**src/rtl/nibble_serial_add_seq_if.sv**
```systemverilog
// Operand request and result handshake bundle for nibble_serial_add_seq.
// The requester holds the master modport; the sequencer holds the slave modport.
interface nibble_serial_add_seq_if #(
  parameter int unsigned NIBBLES = 4
);
  localparam int unsigned W = 4 * NIBBLES;

  logic         in_valid;
  logic         in_ready;
  logic [W-1:0] op_a;
  logic [W-1:0] op_b;
  logic         op_cin;
  logic         op_sub;
  logic         out_valid;
  logic         out_ready;
  logic [W-1:0] sum;
  logic         cout;
  logic         ovf;

  modport master (
    output in_valid, op_a, op_b, op_cin, op_sub, out_ready,
    input  in_ready, out_valid, sum, cout, ovf
  );

  modport slave (
    input  in_valid, op_a, op_b, op_cin, op_sub, out_ready,
    output in_ready, out_valid, sum, cout, ovf
  );
endinterface

```
**src/rtl/nibble_serial_add_seq.sv**
```systemverilog
// Streams two W-bit operands LSB nibble first through an external 4-bit adder slice,
// registering the carry between slices; subtract is A + ~B + 1.
module nibble_serial_add_seq #(
  parameter int unsigned NIBBLES = 4
) (
  input  logic                  clk,
  input  logic                  rst,
  nibble_serial_add_seq_if.slave bus,
  output logic [3:0]            nib_a,
  output logic [3:0]            nib_b,
  output logic                  nib_cin,
  input  logic [3:0]            nib_s,
  input  logic                  nib_cout,
  output logic                  busy
);
  localparam int unsigned W    = 4 * NIBBLES;
  localparam int unsigned IdxW = (NIBBLES > 1) ? $clog2(NIBBLES) : 1;

  typedef enum logic [1:0] {StIdle, StRun, StDone} state_e;

  state_e            state_q, state_d;
  logic [IdxW-1:0]   idx_q;
  logic [W-1:0]      a_q, b_q, sum_q;
  logic              carry_q, cout_q, ovf_q, out_valid_q;
  logic              last;
  logic [IdxW+1:0]   bit_base;

  assign last     = (idx_q == IdxW'(NIBBLES - 1));
  assign bit_base = {idx_q, 2'b00};

  assign bus.in_ready  = (state_q == StIdle);
  assign busy          = (state_q != StIdle);
  assign bus.out_valid = out_valid_q;
  assign bus.sum       = sum_q;
  assign bus.cout      = cout_q;
  assign bus.ovf       = ovf_q;

  always_comb begin
    state_d = state_q;
    nib_a   = 4'h0;
    nib_b   = 4'h0;
    nib_cin = 1'b0;
    unique case (state_q)
      StIdle: if (bus.in_valid) state_d = StRun;
      StRun: begin
        nib_a   = a_q[bit_base +: 4];
        nib_b   = b_q[bit_base +: 4];
        nib_cin = carry_q;
        if (last) state_d = StDone;
      end
      StDone: if (bus.out_ready) state_d = StIdle;
      default: state_d = StIdle;
    endcase
  end

  always_ff @(posedge clk or posedge rst) begin
    if (rst) begin
      state_q <= StIdle;
    end else begin
      state_q <= state_d;
    end
  end

  always_ff @(posedge clk or posedge rst) begin
    if (rst) begin
      idx_q       <= '0;
      a_q         <= '0;
      b_q         <= '0;
      sum_q       <= '0;
      carry_q     <= 1'b0;
      cout_q      <= 1'b0;
      ovf_q       <= 1'b0;
      out_valid_q <= 1'b0;
    end else begin
      unique case (state_q)
        StIdle: begin
          if (bus.in_valid) begin
            a_q     <= bus.op_a;
            b_q     <= bus.op_sub ? ~bus.op_b : bus.op_b;
            carry_q <= bus.op_sub | bus.op_cin;
            idx_q   <= '0;
          end
        end
        StRun: begin
          sum_q[bit_base +: 4] <= nib_s;
          carry_q              <= nib_cout;
          if (last) begin
            // Result flags are frozen here so a new accept cannot disturb them.
            cout_q      <= nib_cout;
            ovf_q       <= (a_q[W-1] == b_q[W-1]) && (nib_s[3] != a_q[W-1]);
            out_valid_q <= 1'b1;
          end else begin
            idx_q <= idx_q + 1'b1;
          end
        end
        StDone: if (bus.out_ready) out_valid_q <= 1'b0;
        default: ;
      endcase
    end
  end
endmodule

```
**src/flat_wrapper.sv**
```systemverilog
// flat-port wrapper written by rule: the top's interface ports become plain ports
module nibble_serial_add_seq_flat 
#(
  parameter int unsigned NIBBLES = 4
)
  (clk, rst, nib_a, nib_b, nib_cin, nib_s, nib_cout, busy, bus_in_valid, bus_op_a, bus_op_b, bus_op_cin, bus_op_sub, bus_out_ready, bus_in_ready, bus_out_valid, bus_sum, bus_cout, bus_ovf);
  nibble_serial_add_seq_if #(.NIBBLES(NIBBLES)) bus_i ();
  input  logic clk;
  input  logic rst;
  output logic [3:0] nib_a;
  output logic [3:0] nib_b;
  output logic nib_cin;
  input  logic [3:0] nib_s;
  input  logic nib_cout;
  output logic busy;
  input wire logic [$bits(bus_i.in_valid)-1:0] bus_in_valid;
  input wire logic [$bits(bus_i.op_a)-1:0] bus_op_a;
  input wire logic [$bits(bus_i.op_b)-1:0] bus_op_b;
  input wire logic [$bits(bus_i.op_cin)-1:0] bus_op_cin;
  input wire logic [$bits(bus_i.op_sub)-1:0] bus_op_sub;
  input wire logic [$bits(bus_i.out_ready)-1:0] bus_out_ready;
  output wire logic [$bits(bus_i.in_ready)-1:0] bus_in_ready;
  output wire logic [$bits(bus_i.out_valid)-1:0] bus_out_valid;
  output wire logic [$bits(bus_i.sum)-1:0] bus_sum;
  output wire logic [$bits(bus_i.cout)-1:0] bus_cout;
  output wire logic [$bits(bus_i.ovf)-1:0] bus_ovf;
  assign bus_i.in_valid = bus_in_valid;
  assign bus_i.op_a = bus_op_a;
  assign bus_i.op_b = bus_op_b;
  assign bus_i.op_cin = bus_op_cin;
  assign bus_i.op_sub = bus_op_sub;
  assign bus_i.out_ready = bus_out_ready;
  assign bus_in_ready = bus_i.in_ready;
  assign bus_out_valid = bus_i.out_valid;
  assign bus_sum = bus_i.sum;
  assign bus_cout = bus_i.cout;
  assign bus_ovf = bus_i.ovf;
  nibble_serial_add_seq #(.NIBBLES(NIBBLES)) u_core (.clk(clk), .rst(rst), .bus(bus_i), .nib_a(nib_a), .nib_b(nib_b), .nib_cin(nib_cin), .nib_s(nib_s), .nib_cout(nib_cout), .busy(busy));
endmodule
```
**config.mk**
```make
export PLATFORM = sky130hd
export DESIGN_NAME = nibble_serial_add_seq_flat
export DESIGN_NICKNAME = d
export VERILOG_FILES = /design/src/rtl/nibble_serial_add_seq_if.sv /design/src/rtl/nibble_serial_add_seq.sv /design/src/flat_wrapper.sv
export SDC_FILE = /design/constraint.sdc
export NUM_CORES = 1
export LEC_CHECK = 0
export CAP_MARGIN = 10
export CORE_ASPECT_RATIO = 0.9
export CORE_MARGIN = 8
export CORE_UTILIZATION = 52
export DETAILED_ROUTE_END_ITERATION = 10
export GPL_ROUTABILITY_DRIVEN = 0
export PLACE_DENSITY = 0.95
export REMOVE_ABC_BUFFERS = 1
export SLEW_MARGIN = 20
export SYNTH_ARGS = -nofsm -noshare
export SYNTH_HDL_FRONTEND = slang
export SYNTH_SLANG_ARGS = --single-unit
export TNS_END_PERCENT = 50
```
**constraint.sdc**
```tcl
create_clock -name clk -period 3.25 [get_ports clk]
set_clock_uncertainty 0.2 [all_clocks]
set_input_delay 0.65 -clock clk [delete_from_list [all_inputs] [get_ports clk]]
set_output_delay 0.65 -clock clk [all_outputs]
set_load 0.005 [all_outputs]
```
==> summary.md, run 1 <==
| Metric | Value |
|---|---|
| Most common cell after layout, fill and taps aside | `clkdlybuf4s50_1` |
| Area delta synth->final | `32.1%` |
| Top cell type by total area after synthesis | `dfrtp_1` |
| Tcrit/Tclk final | `0.934` |
| FF+latch count, synth | `56` |
| Rel. slew slack | `0.660` |
| Pleak | `1.47 nW` |
| CTS Hold Bufs | `0` |
| RSZ-0062 raised after global routing | `false` |
| Number of nets in the layout | `335` |
| M1 WL | `2.52 mm` |
| Post-route setup TNS | `0 ns` |
| Die area | `7750 µm²` |
| Clock buffer depth | `2` |
| Crit path max fanout | `10` |
| DRC viols | `0` |
| Fillcell total | `390` |
| Gr ovfl total | `0` |
| Die Y | `84.3 µm` |
| Post-Route WL | `5.67 mm` |
| Vias/cell | `5.20` |
| CTS tree | `yes` |
| Antenna viol nets, final | `0` |
| DRT iter0 DRCs | `100` |
| Largest net degree at the start of global routing | `27` |
| Worst vdd ir | `0.000475 V` |
| Drt pass-1 iters | `4` |
| Fin. Hold Viols | `0` |
| Hold WC Path Type | `flop to flop` |
| Clock sink total | `56` |
| Core Region | `5130 µm²` |
| Yosys warns | `0` |
| Area of the multi-input gates | `1200 µm²` |
| Leading cell types in the layout, fill and taps excluded | `clkdlybuf4s50_1, dfrtp_1, nor2_1` |
| GR Util All Layers | `0.153` |
| WL/cell | `16.0 µm` |
| CP Launch Type | `flop` |
| Clk pin slew, worst setup/hold paths | `0.09 ns` |
| Synth cell types | `30` |
| Setup violations, final | `0` |
| Layout cell share with drive strength beyond 1 | `0.174` |
| EDFF count, synth | `0` |
| Mapped Cells | `212` |
| Post-synthesis sequential area ratio | `0.519` |
| Ant diodes | `0` |
| Fin crit period | `3.03 ns` |
| Max-slew violation count | `0` |
| Initial antenna violation count | `0` |
| IO buf count | `72` |
| Least-Margin Pin Slew | `0.509 ns` |
| First-pass GRT wire length | `9.72 mm` |
| Max-Cap Viols | `0` |
| Root Buffer | `clkbuf_8` |
| Synthesized area | `2700 µm²` |
| CP Class | `flop to output pin` |
| CTS H-tree depth | `2` |
| Reg area | `1400 µm²` |
| Req. time, crit path | `2.40 ns` |
| Row count | `25` |
| Clock Latency Late Sink | `0.30 ns` |
| Outcome | `complete, no violations` |
| Via count | `1,842` |
| Fmax achieved | `0.330 GHz` |
| Total power | `3.23 mW` |
| Post-CTS Repair Setup Buffers | `0` |
| HPWL Detailed | `4.37 mm` |
| DR top layer | `met4` |
| CP endpoint kind | `output pin` |
| Die X | `91.9 µm` |
| Met2 WL | `2.78 mm` |
| Synth async-reset ratio | `1.00` |
| Initial core utilization | `0.526` |
| CP arrival | `2.18 ns` |
| Ports | `73` |
| Vias in the first global route | `2,027` |
| Number of buffers created by CTS | `5` |
| Yosys top cell area share | `0.519` |
| Metal3 WL | `317 µm` |
| Ys flop type | `dfrtp_1` |
| Dominant cells by area after synthesis | `dfrtp_1, mux2_2, mux4_2, a22o_1, xnor2_1` |
| Power per cell area | `906 nW/µm²` |
| Avg Cell Area, Syn | `12.7 µm²` |
[report_power, final]
part | internal (mW) | leakage [nW] | switching, mW
clock network | 0.147 | 0.0410 | 0.207
registers | 1.03 | 0.677 | 0.249
logic | 0.999 | 0.754 | 0.594
[sequential cells by signal (all words and copies together) (netlist names)]
register              count
u_core.bus.ovf            1
u_core.bus.sum           16
u_core.b_q               16
u_core.carry_q            1
u_core.state_q            2
u_core.idx_q              2
u_core.a_q               16
u_core.bus.cout           1
u_core.bus.out_valid      1
[per-layer routing]
| metal | track usage | up-vias |
|---|---|---|
| met4 | 0.0482 | 0 |
| met2 | 0.251 | 48 |
| met1 | 0.189 | 893 |
| met3 | 0.0437 | 7 |
| li1 | - | 894 |
| met5 | 0 | - |
[through the flow]
stage	worst slack, ns	std cells	util	hold WS [ns]	cell area, µm²
finish	0.216	354	0.695	0.300	3560
CTS	0.0490	354	0.694	0.303	3560
global placement	0.438	347	0.679	0.281	3480
floorplan	0.721	200	-	0.272	2620
global route	0.101	354	0.695	0.339	3560
detailed placement	0.393	347	0.679	0.282	3480
[final timing paths]
| path | start | end | slack [ns] | depth (start not counted) |
|---|---|---|---|---|
| setup / recovery | u_core.idx_q[0]$_DFFE_PP0P_ | nib_b[2] | 0.22 | 4 |
| hold reg to reg | u_core.bus.ovf$_DFFE_PP0P_ | u_core.bus.ovf$_DFFE_PP0P_ | 0.30 | 2 |
| max in group asynchronous | rst | u_core.b_q[9]$_DFFE_PP0P_ | 1.72 | 3 |
| hold / removal | u_core.bus.ovf$_DFFE_PP0P_ | u_core.bus.ovf$_DFFE_PP0P_ | 0.30 | 2 |
| setup reg to reg | u_core.idx_q[1]$_DFFE_PP0P_ | u_core.bus.sum[11]$_DFFE_PP0P_ | 0.87 | 5 |
| min in group asynchronous | rst | u_core.a_q[4]$_DFFE_PP0P_ | 0.49 | 2 |
[worst max-delay path, cell delays in order (launching register included)]
cell and delay, ns:
dfrtp_2 0.52, buf_4 0.24, mux4_2 0.50, and2_1 0.17, clkdlybuf4s50_1 0.46
[cells in the mapped netlist (all sizes together), types with 5 or more instances]
master and n:
dfrtp 56, nor2 21, a21oi 18, mux2 18, a22o 16, xnor2 16, buf 10, and2 9
mux4 8, inv 6, nand2 6, ha 5
[final cells by class]
class	instances	area share
sequential	56	0.394
inverter	6	0.00632
clock inverter	1	0.00140
multi-input combinational	138	0.336
tap	67	0.0235
clock buffer	6	0.0204
timing repair buffer	80	0.219
[logic make-up (layout without fill, tap and decap cells)]
| group | count (synthesis) | after routing | synth area share |
|---|---|---|---|
| compound gates | 39 | 39 | 0.0955 |
| xor+xnor | 16 | 16 | 0.0519 |
| fa+ha+maj | 5 | 5 | 0.0232 |
| buf+inv | 18 | 93 | 0.0371 |
| flops | 56 | 56 | 0.519 |
| mux | 26 | 26 | 0.143 |
| simple gates | 52 | 52 | 0.129 |
[timing repair]
action | in CTS | in global routing
hold endpoints to repair | 0 | 0
setup endpoints to repair | 0 | 5
resized for setup | 0 | 1
Note: power is estimated with default switching activity, not from simulation.
==> run 2, diff against run 1 <==
Settings changed: CTS_CLUSTER_SIZE from default to 20.
==> results of run 2 <==
Final layout, timing and power as in run 1 (identical DEF).
==> run 3, diff against run 2 <==
Settings changed: PLACE_DENSITY 0.95 to 0.87.
==> summary.md, run 3 (same netlist as run 1, synthesis figures left out) <==
| Metric | Value |
|---|---|
| Outcome | `complete, no violations (unchanged)` |
| CTS H-tree depth | `2 (unchanged)` |
| HPWL Detailed | `4.52 mm (was 4.37 mm)` |
| Max-Cap Viols | `0 (unchanged)` |
| Hold WC Path Type | `flop to flop (unchanged)` |
| Row count | `25 (unchanged)` |
| Critical Path End | `nib_b[2] (unchanged)` |
| Switching power | `1.08 mW (was 1.05 mW)` |
| Area delta synth->final | `32.6% (was 32.1%)` |
| Initial core utilization | `0.526 (unchanged)` |
| Via count | `1,867 (was 1,842)` |
| Vias/cell | `5.26 (was 5.20)` |
| Switching Share | `0.329 (was 0.325)` |
| CTS tree | `yes (unchanged)` |
| DRC viols | `0 (unchanged)` |
| Most common cell after layout, fill and taps aside | `clkdlybuf4s50_1 (unchanged)` |
| Drt pass-1 iters | `4 (unchanged)` |
| Post-Route WL | `5.98 mm (was 5.67 mm)` |
| Tcrit/Tclk final | `0.936 (was 0.934)` |
| Initial antenna violation count | `0 (unchanged)` |
| CP Class | `flop to output pin (unchanged)` |
| Int Pwr | `2.21 mW (was 2.18 mW)` |
| Fin. Hold Viols | `0 (unchanged)` |
| Pleak | `1.48 nW (was 1.47 nW)` |
| Root Buffer | `clkbuf_8 (unchanged)` |
| Placed cell area | `3480 µm² (unchanged)` |
| Die X | `91.9 µm (unchanged)` |
| Setup ws final | `0.208 ns (was 0.216 ns)` |
| DP Worst Slack | `0.528 ns (was 0.393 ns)` |
| RR Startpoint | `u_core.idx_q[0]$_DFFE_PP0P_ (was u_core.idx_q[1]$_DFFE_PP0P_)` |
| Leading cell types in the layout, fill and taps excluded | `clkdlybuf4s50_1, dfrtp_1, nor2_1 (unchanged)` |
| Vias in the first global route | `2,072 (was 2,027)` |
| Clock power frac | `0.120 (was 0.110)` |
| Clock sink total | `56 (unchanged)` |
| CTS Hold Bufs | `0 (unchanged)` |
| Reg2reg end | `u_core.bus.sum[8]$_DFFE_PP0P_ (was u_core.bus.sum[11]$_DFFE_PP0P_)` |
| Worst vdd ir | `0.000402 V (was 0.000475 V)` |
| Die area | `7750 µm² (unchanged)` |
| CP endpoint kind | `output pin (unchanged)` |
| Fin crit period | `3.04 ns (was 3.03 ns)` |
| Power per cell area | `919 nW/µm² (was 906 nW/µm²)` |
| Area of the multi-input gates | `1200 µm² (unchanged)` |
| CP arrival | `2.19 ns (was 2.18 ns)` |
| Post-cts sizing count | `0 (unchanged)` |
| Clk pin slew, worst setup/hold paths | `0.10 ns (was 0.09 ns)` |
| Crit path max fanout | `7 (was 10)` |
| Reg power frac | `0.388 (was 0.396)` |
| Layout cell share with drive strength beyond 1 | `0.177 (was 0.174)` |
| Worst setup startpoint | `u_core.idx_q[0]$_DFFE_PP0P_ (unchanged)` |
| Gate power share | `0.492 (was 0.494)` |
| Req. time, crit path | `2.40 ns (about the same)` |
| Number of buffers created by CTS | `5 (unchanged)` |
| Reg area | `1400 µm² (about the same)` |
| Antenna viol nets, final | `0 (unchanged)` |
| Ant diodes | `0 (unchanged)` |
| IO buf count | `72 (unchanged)` |
| Largest net degree at the start of global routing | `57 (was 27)` |
| Max-slew violation count | `0 (unchanged)` |
| Hold_ws | `0.295 ns (was 0.300 ns)` |
| Number of nets in the layout | `335 (unchanged)` |
| Ports | `73 (unchanged)` |
| Core Region | `5130 µm² (unchanged)` |
| Crit path largest cell delay | `0.54 ns (was 0.52 ns)` |
| Slowest CP cell | `dfrtp_1 (was dfrtp_2)` |
| Post-CTS Repair Setup Buffers | `0 (unchanged)` |
| Die Y | `84.3 µm (unchanged)` |
| RSZ-0062 raised after global routing | `false (unchanged)` |
| DRT iter0 DRCs | `67 (was 100)` |
| Gr ovfl total | `0 (unchanged)` |
| Clock buffer depth | `2 (unchanged)` |
| Post-route setup TNS | `0 ns (unchanged)` |
| Fillcell total | `404 (was 390)` |
| CP Launch Type | `flop (unchanged)` |
| First-pass GRT wire length | `10.1 mm (was 9.72 mm)` |
| Final instance area | `3580 µm² (was 3560 µm²)` |
| Fmax achieved | `0.329 GHz (was 0.330 GHz)` |
| WL/cell | `16.9 µm (was 16.0 µm)` |
| Setup violations, final | `0 (unchanged)` |
| R2R depth | `6 (was 5)` |
| Register-to-Register Setup Slack | `0.86 ns (was 0.87 ns)` |
| CP Cell Sequence | `buf_4, mux4_2, and2_1, clkdlybuf4s50_1 (unchanged)` |
| Least-Margin Pin Slew | `0.717 ns (was 0.509 ns)` |
| Clock Latency Late Sink | `0.31 ns (was 0.30 ns)` |
| Rel. slew slack | `0.522 (was 0.660)` |
| GR Util All Layers | `0.160 (was 0.153)` |
run 3: cell count changes in the layout (fill, tap and decap cells not counted):
cell and delta:
dfrtp_1 +1, clkbuf_1 -1, dfrtp_2 -1, clkbuf_8 +1
clkinv_2 +1
run 3: worst max-delay path: cells and delay by family, from the launching register on:
family / cells / cell delay, ns
AND/OR/NAND/NOR: 1 / 0.16
multiplexers: 1 / 0.49
flip-flops: 1 / 0.54
buffers and inverters: 2 / 0.69
run 3: worst min-delay path by stage:
stage                           startpoint                          end  slack, ns  cells past startpoint
2_1_floorplan    u_core.a_q[7]$_DFFE_PP0P_    u_core.a_q[7]$_DFFE_PP0P_       0.27                      1
3_3_place_gp    u_core.bus.ovf$_DFFE_PP0P_   u_core.bus.ovf$_DFFE_PP0P_       0.27                      2
3_5_place_dp    u_core.bus.ovf$_DFFE_PP0P_   u_core.bus.ovf$_DFFE_PP0P_       0.28                      2
4_1_cts         u_core.bus.ovf$_DFFE_PP0P_   u_core.bus.ovf$_DFFE_PP0P_       0.30                      2
5_1_grt        u_core.bus.cout$_DFFE_PP0P_  u_core.bus.cout$_DFFE_PP0P_       0.34                      1
6_report        u_core.bus.ovf$_DFFE_PP0P_   u_core.bus.ovf$_DFFE_PP0P_       0.30                      2
run 3: metrics by stage:
stage / cells / util / total power [mW]
global placement: 347 / 0.679 / 2.85
CTS: 355 / 0.697 / 3.32
global route: 355 / 0.697 / 3.52
detailed placement: 347 / 0.679 / 2.93
finish: 355 / 0.697 / 3.29
floorplan: 200 / - / 2.14
run 3: final cells by class:
| type | instances | area share |
|---|---|---|
| clock buffer | 6 | 0.0231 |
| clock inverter | 2 | 0.00280 |
| inverter | 6 | 0.00630 |
| multi-input combinational | 138 | 0.334 |
| sequential | 56 | 0.392 |
| tap | 67 | 0.0234 |
| timing repair buffer | 80 | 0.218 |
run 3: per-layer routing:
metal  vias to the layer above  global-route usage  part of all wire
li1                        894                   -                 -
met1                       912               0.199              0.43
met2                        54               0.262              0.49
met3                         7              0.0374             0.059
met4                         0              0.0658             0.015
met5                         -                   0                 0
run 3: power groups by stage:
stage	logic [mW]	registers, mW	clock network [mW]
global route	1.77	1.32	0.429
finish	1.62	1.28	0.393
global placement	1.58	1.27	0
detailed placement	1.63	1.30	0
floorplan	0.894	1.25	0
CTS	1.64	1.28	0.403
